## src/rtl/rle_idwt_decoder_if.sv

```systemverilog
// Handshake bundle for the RLE + inverse-Haar decoder: two run-length input
// streams (average and difference bands) and the reconstructed sample-pair output.
interface rle_idwt_decoder_if #(
    parameter int W  = 8,
    parameter int CW = 8
);
    logic signed [W-1:0]  avg_val;
    logic        [CW-1:0] avg_cnt;
    logic                 avg_valid;
    logic                 avg_ready;
    logic signed [W-1:0]  dif_val;
    logic        [CW-1:0] dif_cnt;
    logic                 dif_valid;
    logic                 dif_ready;
    logic signed [W-1:0]  sample1;
    logic signed [W-1:0]  sample2;
    logic                 sat;
    logic                 out_valid;
    logic                 out_ready;

    modport master (
        output avg_val, avg_cnt, avg_valid, input avg_ready,
        output dif_val, dif_cnt, dif_valid, input dif_ready,
        input  sample1, sample2, sat, out_valid,
        output out_ready
    );

    modport slave (
        input  avg_val, avg_cnt, avg_valid, output avg_ready,
        input  dif_val, dif_cnt, dif_valid, output dif_ready,
        output sample1, sample2, sat, out_valid,
        input  out_ready
    );
endinterface

```

## src/rtl/rle_idwt_decoder.sv

```systemverilog
// Expands run-length coded average/difference bands to one coefficient per sample
// and applies the inverse Haar step, emitting saturated sample pairs.
module rle_idwt_decoder #(
    parameter int W  = 8,
    parameter int CW = 8
) (
    input logic               clk,
    input logic               rst_n,
    rle_idwt_decoder_if.slave bus
);

    localparam logic [CW-1:0] CNT_ZERO = {CW{1'b0}};
    localparam logic [CW-1:0] CNT_ONE  = CW'(1'b1);

    // Clip a W+1-bit two's-complement result to the W-bit signed range.
    function automatic logic [W-1:0] sat_fn(input logic [W:0] x);
        logic [W-1:0] r;
        if (x[W] != x[W-1]) begin
            r = x[W] ? {1'b1, {(W-1){1'b0}}} : {1'b0, {(W-1){1'b1}}};
        end else begin
            r = x[W-1:0];
        end
        return r;
    endfunction

    function automatic logic clip_fn(input logic [W:0] x);
        return x[W] ^ x[W-1];
    endfunction

    logic [CW-1:0] rem_a_r, rem_d_r;
    logic [W-1:0]  hold_a_r, hold_d_r;
    logic [W-1:0]  sample1_r, sample2_r;
    logic          sat_r, out_valid_r;

    logic          pop_s;
    logic          avg_ready_s, dif_ready_s;
    logic          acc_a_s, acc_d_s;
    logic [W:0]    sum_s, diff_s;

    // Pop / ready / accept decode and the widened inverse-Haar arithmetic.
    always_comb begin
        pop_s       = 1'b0;
        avg_ready_s = 1'b0;
        dif_ready_s = 1'b0;
        acc_a_s     = 1'b0;
        acc_d_s     = 1'b0;
        sum_s       = {(W+1){1'b0}};
        diff_s      = {(W+1){1'b0}};
        if ((rem_a_r != CNT_ZERO) && (rem_d_r != CNT_ZERO)) begin
            pop_s = !out_valid_r || bus.out_ready;
        end else begin
            pop_s = 1'b0;
        end
        // A channel on its last count may reload in the same cycle it pops.
        avg_ready_s = (rem_a_r == CNT_ZERO) || ((rem_a_r == CNT_ONE) && pop_s);
        dif_ready_s = (rem_d_r == CNT_ZERO) || ((rem_d_r == CNT_ONE) && pop_s);
        acc_a_s     = bus.avg_valid && avg_ready_s;
        acc_d_s     = bus.dif_valid && dif_ready_s;
        sum_s       = {hold_a_r[W-1], hold_a_r} + {hold_d_r[W-1], hold_d_r};
        diff_s      = {hold_a_r[W-1], hold_a_r} - {hold_d_r[W-1], hold_d_r};
    end

    // Average-band expander: reload takes priority over decrement.
    always_ff @(posedge clk or negedge rst_n) begin
        if (!rst_n) begin
            rem_a_r  <= CNT_ZERO;
            hold_a_r <= {W{1'b0}};
        end else if (acc_a_s) begin
            hold_a_r <= bus.avg_val;
            rem_a_r  <= bus.avg_cnt;
        end else if (pop_s) begin
            rem_a_r  <= rem_a_r - CNT_ONE;
        end
    end

    // Difference-band expander, same rules as the average band.
    always_ff @(posedge clk or negedge rst_n) begin
        if (!rst_n) begin
            rem_d_r  <= CNT_ZERO;
            hold_d_r <= {W{1'b0}};
        end else if (acc_d_s) begin
            hold_d_r <= bus.dif_val;
            rem_d_r  <= bus.dif_cnt;
        end else if (pop_s) begin
            rem_d_r  <= rem_d_r - CNT_ONE;
        end
    end

    // Output register: loads on pop, drops valid once consumed without refill.
    always_ff @(posedge clk or negedge rst_n) begin
        if (!rst_n) begin
            sample1_r   <= {W{1'b0}};
            sample2_r   <= {W{1'b0}};
            sat_r       <= 1'b0;
            out_valid_r <= 1'b0;
        end else if (pop_s) begin
            sample1_r   <= sat_fn(sum_s);
            sample2_r   <= sat_fn(diff_s);
            sat_r       <= clip_fn(sum_s) | clip_fn(diff_s);
            out_valid_r <= 1'b1;
        end else if (out_valid_r && bus.out_ready) begin
            out_valid_r <= 1'b0;
        end
    end

    assign bus.avg_ready = avg_ready_s;
    assign bus.dif_ready = dif_ready_s;
    assign bus.sample1   = sample1_r;
    assign bus.sample2   = sample2_r;
    assign bus.sat       = sat_r;
    assign bus.out_valid = out_valid_r;

endmodule

```

## src/flat_wrapper.sv

```systemverilog
// flat-port wrapper written by rule: the top's interface ports become plain ports
module rle_idwt_decoder_flat 
#(
    parameter int W  = 8,
    parameter int CW = 8
)
  (clk, rst_n, bus_avg_val, bus_avg_cnt, bus_avg_valid, bus_avg_ready, bus_dif_val, bus_dif_cnt, bus_dif_valid, bus_dif_ready, bus_sample1, bus_sample2, bus_sat, bus_out_valid, bus_out_ready);
  rle_idwt_decoder_if #(.W(W), .CW(CW)) bus_i ();
  input logic clk;
  input logic rst_n;
  input wire logic [$bits(bus_i.avg_val)-1:0] bus_avg_val;
  input wire logic [$bits(bus_i.avg_cnt)-1:0] bus_avg_cnt;
  input wire logic [$bits(bus_i.avg_valid)-1:0] bus_avg_valid;
  output wire logic [$bits(bus_i.avg_ready)-1:0] bus_avg_ready;
  input wire logic [$bits(bus_i.dif_val)-1:0] bus_dif_val;
  input wire logic [$bits(bus_i.dif_cnt)-1:0] bus_dif_cnt;
  input wire logic [$bits(bus_i.dif_valid)-1:0] bus_dif_valid;
  output wire logic [$bits(bus_i.dif_ready)-1:0] bus_dif_ready;
  output wire logic [$bits(bus_i.sample1)-1:0] bus_sample1;
  output wire logic [$bits(bus_i.sample2)-1:0] bus_sample2;
  output wire logic [$bits(bus_i.sat)-1:0] bus_sat;
  output wire logic [$bits(bus_i.out_valid)-1:0] bus_out_valid;
  input wire logic [$bits(bus_i.out_ready)-1:0] bus_out_ready;
  assign bus_i.avg_val = bus_avg_val;
  assign bus_i.avg_cnt = bus_avg_cnt;
  assign bus_i.avg_valid = bus_avg_valid;
  assign bus_avg_ready = bus_i.avg_ready;
  assign bus_i.dif_val = bus_dif_val;
  assign bus_i.dif_cnt = bus_dif_cnt;
  assign bus_i.dif_valid = bus_dif_valid;
  assign bus_dif_ready = bus_i.dif_ready;
  assign bus_sample1 = bus_i.sample1;
  assign bus_sample2 = bus_i.sample2;
  assign bus_sat = bus_i.sat;
  assign bus_out_valid = bus_i.out_valid;
  assign bus_i.out_ready = bus_out_ready;
  rle_idwt_decoder #(.W(W), .CW(CW)) u_core (.clk(clk), .rst_n(rst_n), .bus(bus_i));
endmodule
```

## config.mk

```make
export PLATFORM = sky130hd
export DESIGN_NAME = rle_idwt_decoder_flat
export DESIGN_NICKNAME = d
export VERILOG_FILES = /design/src/rtl/rle_idwt_decoder_if.sv /design/src/rtl/rle_idwt_decoder.sv /design/src/flat_wrapper.sv
export SDC_FILE = /design/constraint.sdc
export NUM_CORES = 1
export LEC_CHECK = 0
export ABC_AREA = 1
export BUFFER_PORTS_ARGS = -buffer_cell sky130_fd_sc_hd__buf_4
export CAP_MARGIN = 20
export CORE_ASPECT_RATIO = 0.75
export CORE_MARGIN = 2
export CORE_UTILIZATION = 36
export CTS_CLUSTER_SIZE = 25
export DETAILED_ROUTE_END_ITERATION = 10
export GPL_TIMING_DRIVEN = 0
export HOLD_SLACK_MARGIN = 0.03
export MAX_ROUTING_LAYER = met4
export SLEW_MARGIN = 15
export SYNTH_ARGS = -nofsm -noshare
export SYNTH_HDL_FRONTEND = slang
export SYNTH_SLANG_ARGS = --single-unit
```

## constraint.sdc

```tcl
create_clock -name clk -period 2.8 [get_ports clk]
set_input_delay 0.56 -clock clk [delete_from_list [all_inputs] [get_ports clk]]
set_output_delay 0.56 -clock clk [all_outputs]
set_load 0.1 [all_outputs]
```

==> results by group, run 1 <==
CTS
  – Postcts setup bufs: 0
  – Longest Clk Path Bufs: 2
  – CTS root buf: clkbuf_16
  – Worst-Skew Late Latency: 0.29 ns
  – # hold bufs at CTS: 0
  – CTS tree: done
  – H-tree levels: 2
  – Sink Count: 50
  – Reg clk slew, reported paths: 0.07 ns
  – CTS buffer count: 5

Critical path
  – CP required: 2.24 ns
  – Slowest stage delay, CP: 0.37 ns
  – FF-to-FF path depth: 11
  – Worst-path cell chain: inv_1, ha_1, nand2_2, nor2_4, a21oi_4, nand3_2, nand2_4, buf_4, buf_8
  – CP max FO: 10
  – Worst EP arrival: 2.10 ns
  – WS Path Type: flip-flop to output pin
  – Slowest library cell on the worst path: dfrtp_1
  – Crit end category: output pin
  – Crit path launch type: flip-flop

STA
  – Setup-failing EPs final: 0
  – Fmax: 0.3752 GHz
  – Final hold vios: 0
  – Unrepaired setup endpoints after global routing: no
  – Layout Skew: 0.004274 ns
  – Crit share post-route: 0.9518
  – Final Slew Violations: 0
  – Post-route setup TNS: 0 ns
  – Slew @ Worst Pin: 0.6559 ns
  – Tmin final: 2.665 ns
  – Slew HR: 0.5627

Synth
  – Syn. warnings: 0
  – Post-synthesis cell type count: 32
  – Cells after Synth: 464
  – Post-Syn Area: 3550 um^2
  – Syn Nets: 524
  – Synth Area per Inst: 7.650 um^2
  – Register area share after synthesis: 0.3525
  – Register bit total from synthesis: 50

Detailed routing
  – Met2 WL: 3604 um
  – DR top layer: met4
  – Vias: 3,152
  – DR WL/cell: 13.24 um
  – Post-Route WL: 8714 um
  – Metal3 WL: 434 um
  – Metal-1 WL: 4623 um
  – Drt first pass iters: 4
  – DRC viols: 0
  – Antenna-violating nets left: 0
  – Vias per inst: 4.790
  – DRT iter0 DRCs: 163

Place
  – Post-DP HPWL: 6735 um
  – Dpl cells: 650
  – Routability cong.: 0.8425
  – # port buffers: 54
  – Dpl cell area: 4120 um^2

Layout
  – Fin cells: 658
  – Post-route cell area: 4294 um^2
  – Area growth, synth to finish: 20.97%
  – Ratio of cells with drive above 1 in the final layout: 0.2091
  – Final net count: 585
  – Ant. Diodes: 0

Hold path
  – Hold WC Path Type: input port to async pin

GRT
  – First-pass GRT wire length: 15,190 um
  – Total GRT Usage: 0.1792
  – Vias in the first global route: 3,071
  – Initial antenna violation count: 0
  – Grt total ovfl: 0
  – Largest net degree at the start of global routing: 51

Floorplan
  – # rows: 31
  – Die Width: 118.7 um
  – Core area: 9619 um^2
  – Die ar.: 10,680 um^2
  – Initial core utilization: 0.3690
  – IO Count: 57
  – Die height: 90.00 um

Outcome
  – Outcome: finished clean

Flow run
  – Max-capacitance violation count: 0
-- metal layers --
layer	track usage	vias to the layer above
li1	-	1617
met1	0.2732	1463
met2	0.2548	67
met3	0.02665	5
met4	0.02778	0
met5	-	-
-- area by class of cell --
class                      count  area (um^2)
fill                        1043         5325
multi-input combinational    355         2032
sequential                    50         1251
timing repair buffer          54        416.7
inverter                      45        171.4
tap                          132        165.2
clock buffer                   7        132.6
buffer                        14        95.09
clock inverter                 1        30.03
-- synth_stat cells (all sizes together) --
library cell,count,share of area
nand4,1,0.0018
clkbuf,2,0.0021
a21boi,14,0.030
nor3,1,0.0014
o211ai,16,0.034
o21ai,2,0.0028
nor2,38,0.049
buf,12,0.025
xor2,12,0.030
or2,21,0.037
inv,45,0.048
o31ai,1,0.0021
a21oi,12,0.021
fa,2,0.011
xnor2,5,0.012
nand2,141,0.16
ha,21,0.074
nand3,67,0.10
and2,1,0.0018
dfrtp,50,0.35
-- registers in the layout, summed over array words and instances, names as in the netlist --
| register | flops |
|---|---|
| u_core.bus.sat | 1 |
| u_core.rem_d_r | 8 |
| u_core.bus.out_valid | 1 |
| u_core.hold_d_r | 8 |
| u_core.rem_a_r | 8 |
| u_core.hold_a_r | 8 |
| u_core.bus.sample1 | 8 |
| u_core.bus.sample2 | 8 |
-- placed cells by master (no fill, tap or decap), types with 7 or more instances in the layout --
cell,count
or2_1,7
buf_4,53
or2_2,14
buf_2,7
a21oi_1,10
nor2_1,34
dfrtp_1,50
a21boi_1,14
nand2_1,132
xor2_1,12
o211ai_1,16
ha_1,21
inv_1,40
nand3_1,63
-- kinds of logic (layout without fill, tap and decap cells) --
| kind of cell | after synthesis | in the layout | synth area share |
|---|---|---|---|
| compound gates | 45 | 45 | 0.08954 |
| fa+ha+maj | 23 | 23 | 0.08530 |
| buf+inv | 59 | 121 | 0.07508 |
| flops | 50 | 50 | 0.3525 |
| simple gates | 270 | 270 | 0.3557 |
| xor+xnor | 17 | 17 | 0.04194 |
-- final timing paths --
| check | slack (ns) | to | start |
|---|---|---|---|
| min in group clk | 0.50 | u_core.hold_d_r[5] | bus_dif_val[5] |
| max in group asynchronous | 2.06 | u_core.hold_a_r[7] | rst_n |
| hold / removal | 0.29 | u_core.bus.sample1[4] | rst_n |
| hold reg to reg | 0.50 | u_core.bus.sample1[7] | u_core.bus.sample1[7] |
| setup / recovery | 0.14 | bus_avg_ready | u_core.rem_d_r[0] |
| setup reg to reg | 0.61 | u_core.bus.sample2[3] | u_core.hold_d_r[7] |
-- worst max-delay path, delay by kind of cell (launching register included) --
kind,cells,cell delay [ns]
adder cells (fa/ha/maj),1,0.26
flip-flops,1,0.37
buffers and inverters,3,0.51
AO/OA/AOI/OAI,1,0.22
AND/OR/NAND/NOR,4,0.44
-- through the flow --
step	util	worst slack (ns)	hold WS (ns)
2_1_floorplan	-	0.4303	0.2644
3_3_place_gp	0.4283	0.3826	0.4838
3_5_place_dp	0.4283	0.3617	0.4881
4_1_cts	0.4452	0.04001	0.3334
5_1_grt	0.4464	0.001470	0.3616
6_report	0.4464	0.1351	0.2880
-- timing repair --
item / 4_1_cts / 5_1_grt
setup endpoints to repair: 0 / 2
resized for setup: 0 / 3
hold endpoints to repair: 0 / 0
Power of run 1 is left out: the tool's default activity adds up to more than one toggle a clock period on the data nets, which glitch-free logic cannot reach.
==> run 2, diff against run 1 <==
--- a/config.mk
+++ b/config.mk
@@ -10,13 +10,14 @@
 export CAP_MARGIN = 20
 export CORE_ASPECT_RATIO = 0.75
 export CORE_MARGIN = 2
-export CORE_UTILIZATION = 36
+export CORE_UTILIZATION = 52
 export CTS_CLUSTER_SIZE = 25
 export DETAILED_ROUTE_END_ITERATION = 10
 export GPL_TIMING_DRIVEN = 0
 export HOLD_SLACK_MARGIN = 0.03
 export MAX_ROUTING_LAYER = met4
-export SLEW_MARGIN = 15
+export PLACE_DENSITY = 0.77
+export SLEW_MARGIN = 25
 export SYNTH_ARGS = -nofsm -noshare
 export SYNTH_HDL_FRONTEND = slang
 export SYNTH_SLANG_ARGS = --single-unit
==> constraint.sdc (replaced) <==
create_clock -name clk -period 2.41 [get_ports clk]
set_input_delay 0.482 -clock clk [delete_from_list [all_inputs] [get_ports clk]]
set_output_delay 0.482 -clock clk [all_outputs]
set_load 0.1 [all_outputs]
==> run 2 against run 1 <==
  * Global-route usage increased by 6.7 points
  * Routed wire length decreased by 4.2%
  * Highest routed layer unchanged
  * Clock skew increased by 0.00054 ns
  * Design area decreased by 1.1%
  * First-iteration DRC count increased by 3.7%
  * Hold slack got worse by 0.11 ns
  * Critical path depth unchanged
  * Largest cell class unchanged
  * Register-to-register slack got worse by 0.35 ns
==> results by group, run 2 (same netlist as run 1, synthesis figures left out) <==
GRT
  – Largest net degree at the start of global routing: 51 (unchanged)
  – Grt total ovfl: 0 (unchanged)
  – Total GRT Usage: 0.2465 (+0.06725)
  – Vias in the first global route: 2,904 (-5.4%)
  – Initial antenna violation count: 0 (unchanged)
  – First-pass GRT wire length: 14,230 um (-6.4%)

Floorplan
  – Die height: 75.55 um (-16%)
  – Initial core utilization: 0.5297 (+0.1607)
  – Die Width: 99.40 um (-16%)
  – IO Count: 57 (unchanged)
  – Core area: 6701 um^2 (-30%)
  – Die ar.: 7510 um^2 (-30%)
  – # rows: 26 (-16%)

STA
  – Setup-failing EPs final: 0 (unchanged)
  – Crit share post-route: 0.9584
  – Slew HR: 0.5711 (+0.008352)
  – Layout Skew: 0.004812 ns (+0.0005374 ns)
  – Post-route setup TNS: 0 ns (unchanged)
  – Tmin final: 2.310 ns
  – Final hold vios: 0 (unchanged)
  – Slew @ Worst Pin: 0.6434 ns (-0.01253 ns)
  – Final Slew Violations: 0 (unchanged)
  – Fmax: 0.4330 GHz
  – Fin Hold WS: 0.1784 ns (-0.1096 ns)
  – Unrepaired setup endpoints after global routing: no

CTS
  – Sink Count: 50 (unchanged)
  – H-tree levels: 2 (unchanged)
  – CTS tree: done
  – Reg clk slew, reported paths: 0.10 ns (+0.03 ns)
  – CTS root buf: clkbuf_8
  – CTS buffer count: 5 (unchanged)
  – # hold bufs at CTS: 0 (unchanged)
  – Longest Clk Path Bufs: 2 (unchanged)
  – Worst-Skew Late Latency: 0.32 ns (+0.03 ns)

Layout
  – Ratio of cells with drive above 1 in the final layout: 0.2264 (+0.01729)
  – Multi-input logic area: 2067 um^2 (+1.7%)
  – Commonest non-fill, non-tap cells in the layout: nand2_1, nand3_1, buf_4, dfrtp_1, inv_1
  – Ant. Diodes: 0 (unchanged)
  – Area growth, synth to finish: 19.60%
  – Most common cell after layout, fill and taps aside: nand2_1
  – Register Area: 1251 um^2 (unchanged)
  – Final net count: 589 (+0.68%)
  – Fill cells: 612 (-41%)

Critical path
  – WS Path Type: flip-flop to output pin
  – Crit end category: output pin
  – Slowest library cell on the worst path: dfrtp_1
  – FF-to-FF path depth: 12 (+1)
  – Crit path launch type: flip-flop
  – CP required: 1.93 ns (-0.31 ns)
  – Slowest stage delay, CP: 0.39 ns (+0.02 ns)
  – Worst EP arrival: 1.83 ns (-0.27 ns)
  – Worst-path cell chain: inv_1, ha_4, nand2_2, nor2_4, a21oi_4, nand3_2, nand2_4, buf_6, buf_12
  – CP max FO: 10 (unchanged)

Place
  – Routability cong.: 0.8963 (+6.4%)
  – # port buffers: 54 (unchanged)
  – Post-DP HPWL: 6276 um (-6.8%)

Detailed routing
  – Antenna-violating nets left: 0 (unchanged)
  – Drt first pass iters: 5 (+1)
  – Post-Route WL: 8352 um (-4.2%)
  – DRT iter0 DRCs: 169 (+3.7%)
  – Vias per inst: 5.210 (+8.8%)
  – Vias: 3,199 (+1.5%)
  – DRC viols: 0 (unchanged)
  – DR WL/cell: 13.60 um (+2.7%)

Hold path
  – Hold WC Path Type: input port to async pin

Flow run
  – Max-capacitance violation count: 0 (unchanged)

Outcome
  – Outcome: finished clean
run 2: cell count changes in the layout (fill, tap and decap cells not counted), moves of 2 or more:
cell       change
clkbuf_8       +6
clkbuf_16      -5
buf_4          +4
buf_12         +2
clkbuf_1       -2
run 2: final timing paths:
check | start | to | slack, ns
min in group clk | bus_dif_val[7] | u_core.hold_d_r[7] | 0.39
worst max register to register | u_core.hold_a_r[0] | u_core.bus.sample2[6] | 0.26
worst min-delay path | rst_n | u_core.rem_a_r[5] | 0.18
worst min register to register | u_core.bus.sample2[7] | u_core.bus.sample2[7] | 0.50
worst max-delay path | u_core.rem_d_r[1] | bus_dif_ready | 0.10
max in group asynchronous | rst_n | u_core.hold_a_r[7] | 1.80
run 2: layer usage:
metal / track usage / wire (um) / vias up
met5: - / 0 / -
met4: 0.06849 / 97 / 0
met3: 0.03394 / 437 / 7
met2: 0.3566 / 3623 / 86
met1: 0.3635 / 4194 / 1490
li1: - / - / 1616
run 2: through the flow:
| stage | setup WS (ns) | instance area, um^2 | std cells | util |
|---|---|---|---|---|
| after global placement | 0.08966 | 4060 | 602 | 0.6059 |
| after CTS | 0.04531 | 4190 | 611 | 0.6253 |
| final | 0.1004 | 4245 | 614 | 0.6335 |
| after detailed placement | 0.07470 | 4060 | 602 | 0.6059 |
| after global routing | 0.01121 | 4245 | 614 | 0.6335 |
| after floorplan | 0.1183 | 3550 | 464 | - |
run 2: area by class of cell:
| cell class | instances | area share |
|---|---|---|
| well taps | 84 | 0.02476 |
| inverters | 45 | 0.04038 |
| clock buffers | 6 | 0.01945 |
| repair buffers | 59 | 0.1102 |
| multi-input cells | 355 | 0.4869 |
| plain buffers | 13 | 0.02063 |
| flip-flops and latches | 50 | 0.2947 |
| clock inverters | 2 | 0.002947 |
run 2: worst max-delay path, delay by kind of cell, from the launching register on:
family	cells	cell delay (ns)
buffers and inverters	3	0.41
AO/OA/AOI/OAI	1	0.14
AND/OR/NAND/NOR	4	0.38
adder cells (fa/ha/maj)	1	0.18
flip-flops	1	0.39
run 2: what timing repair did:
action,CTS,global route
hold endpoints to repair,0,0
resized for setup,7,6
setup endpoints to repair,2,10
buffers inserted,2,3
pin swaps,1,2
Power of run 2 is left out for the same reason.
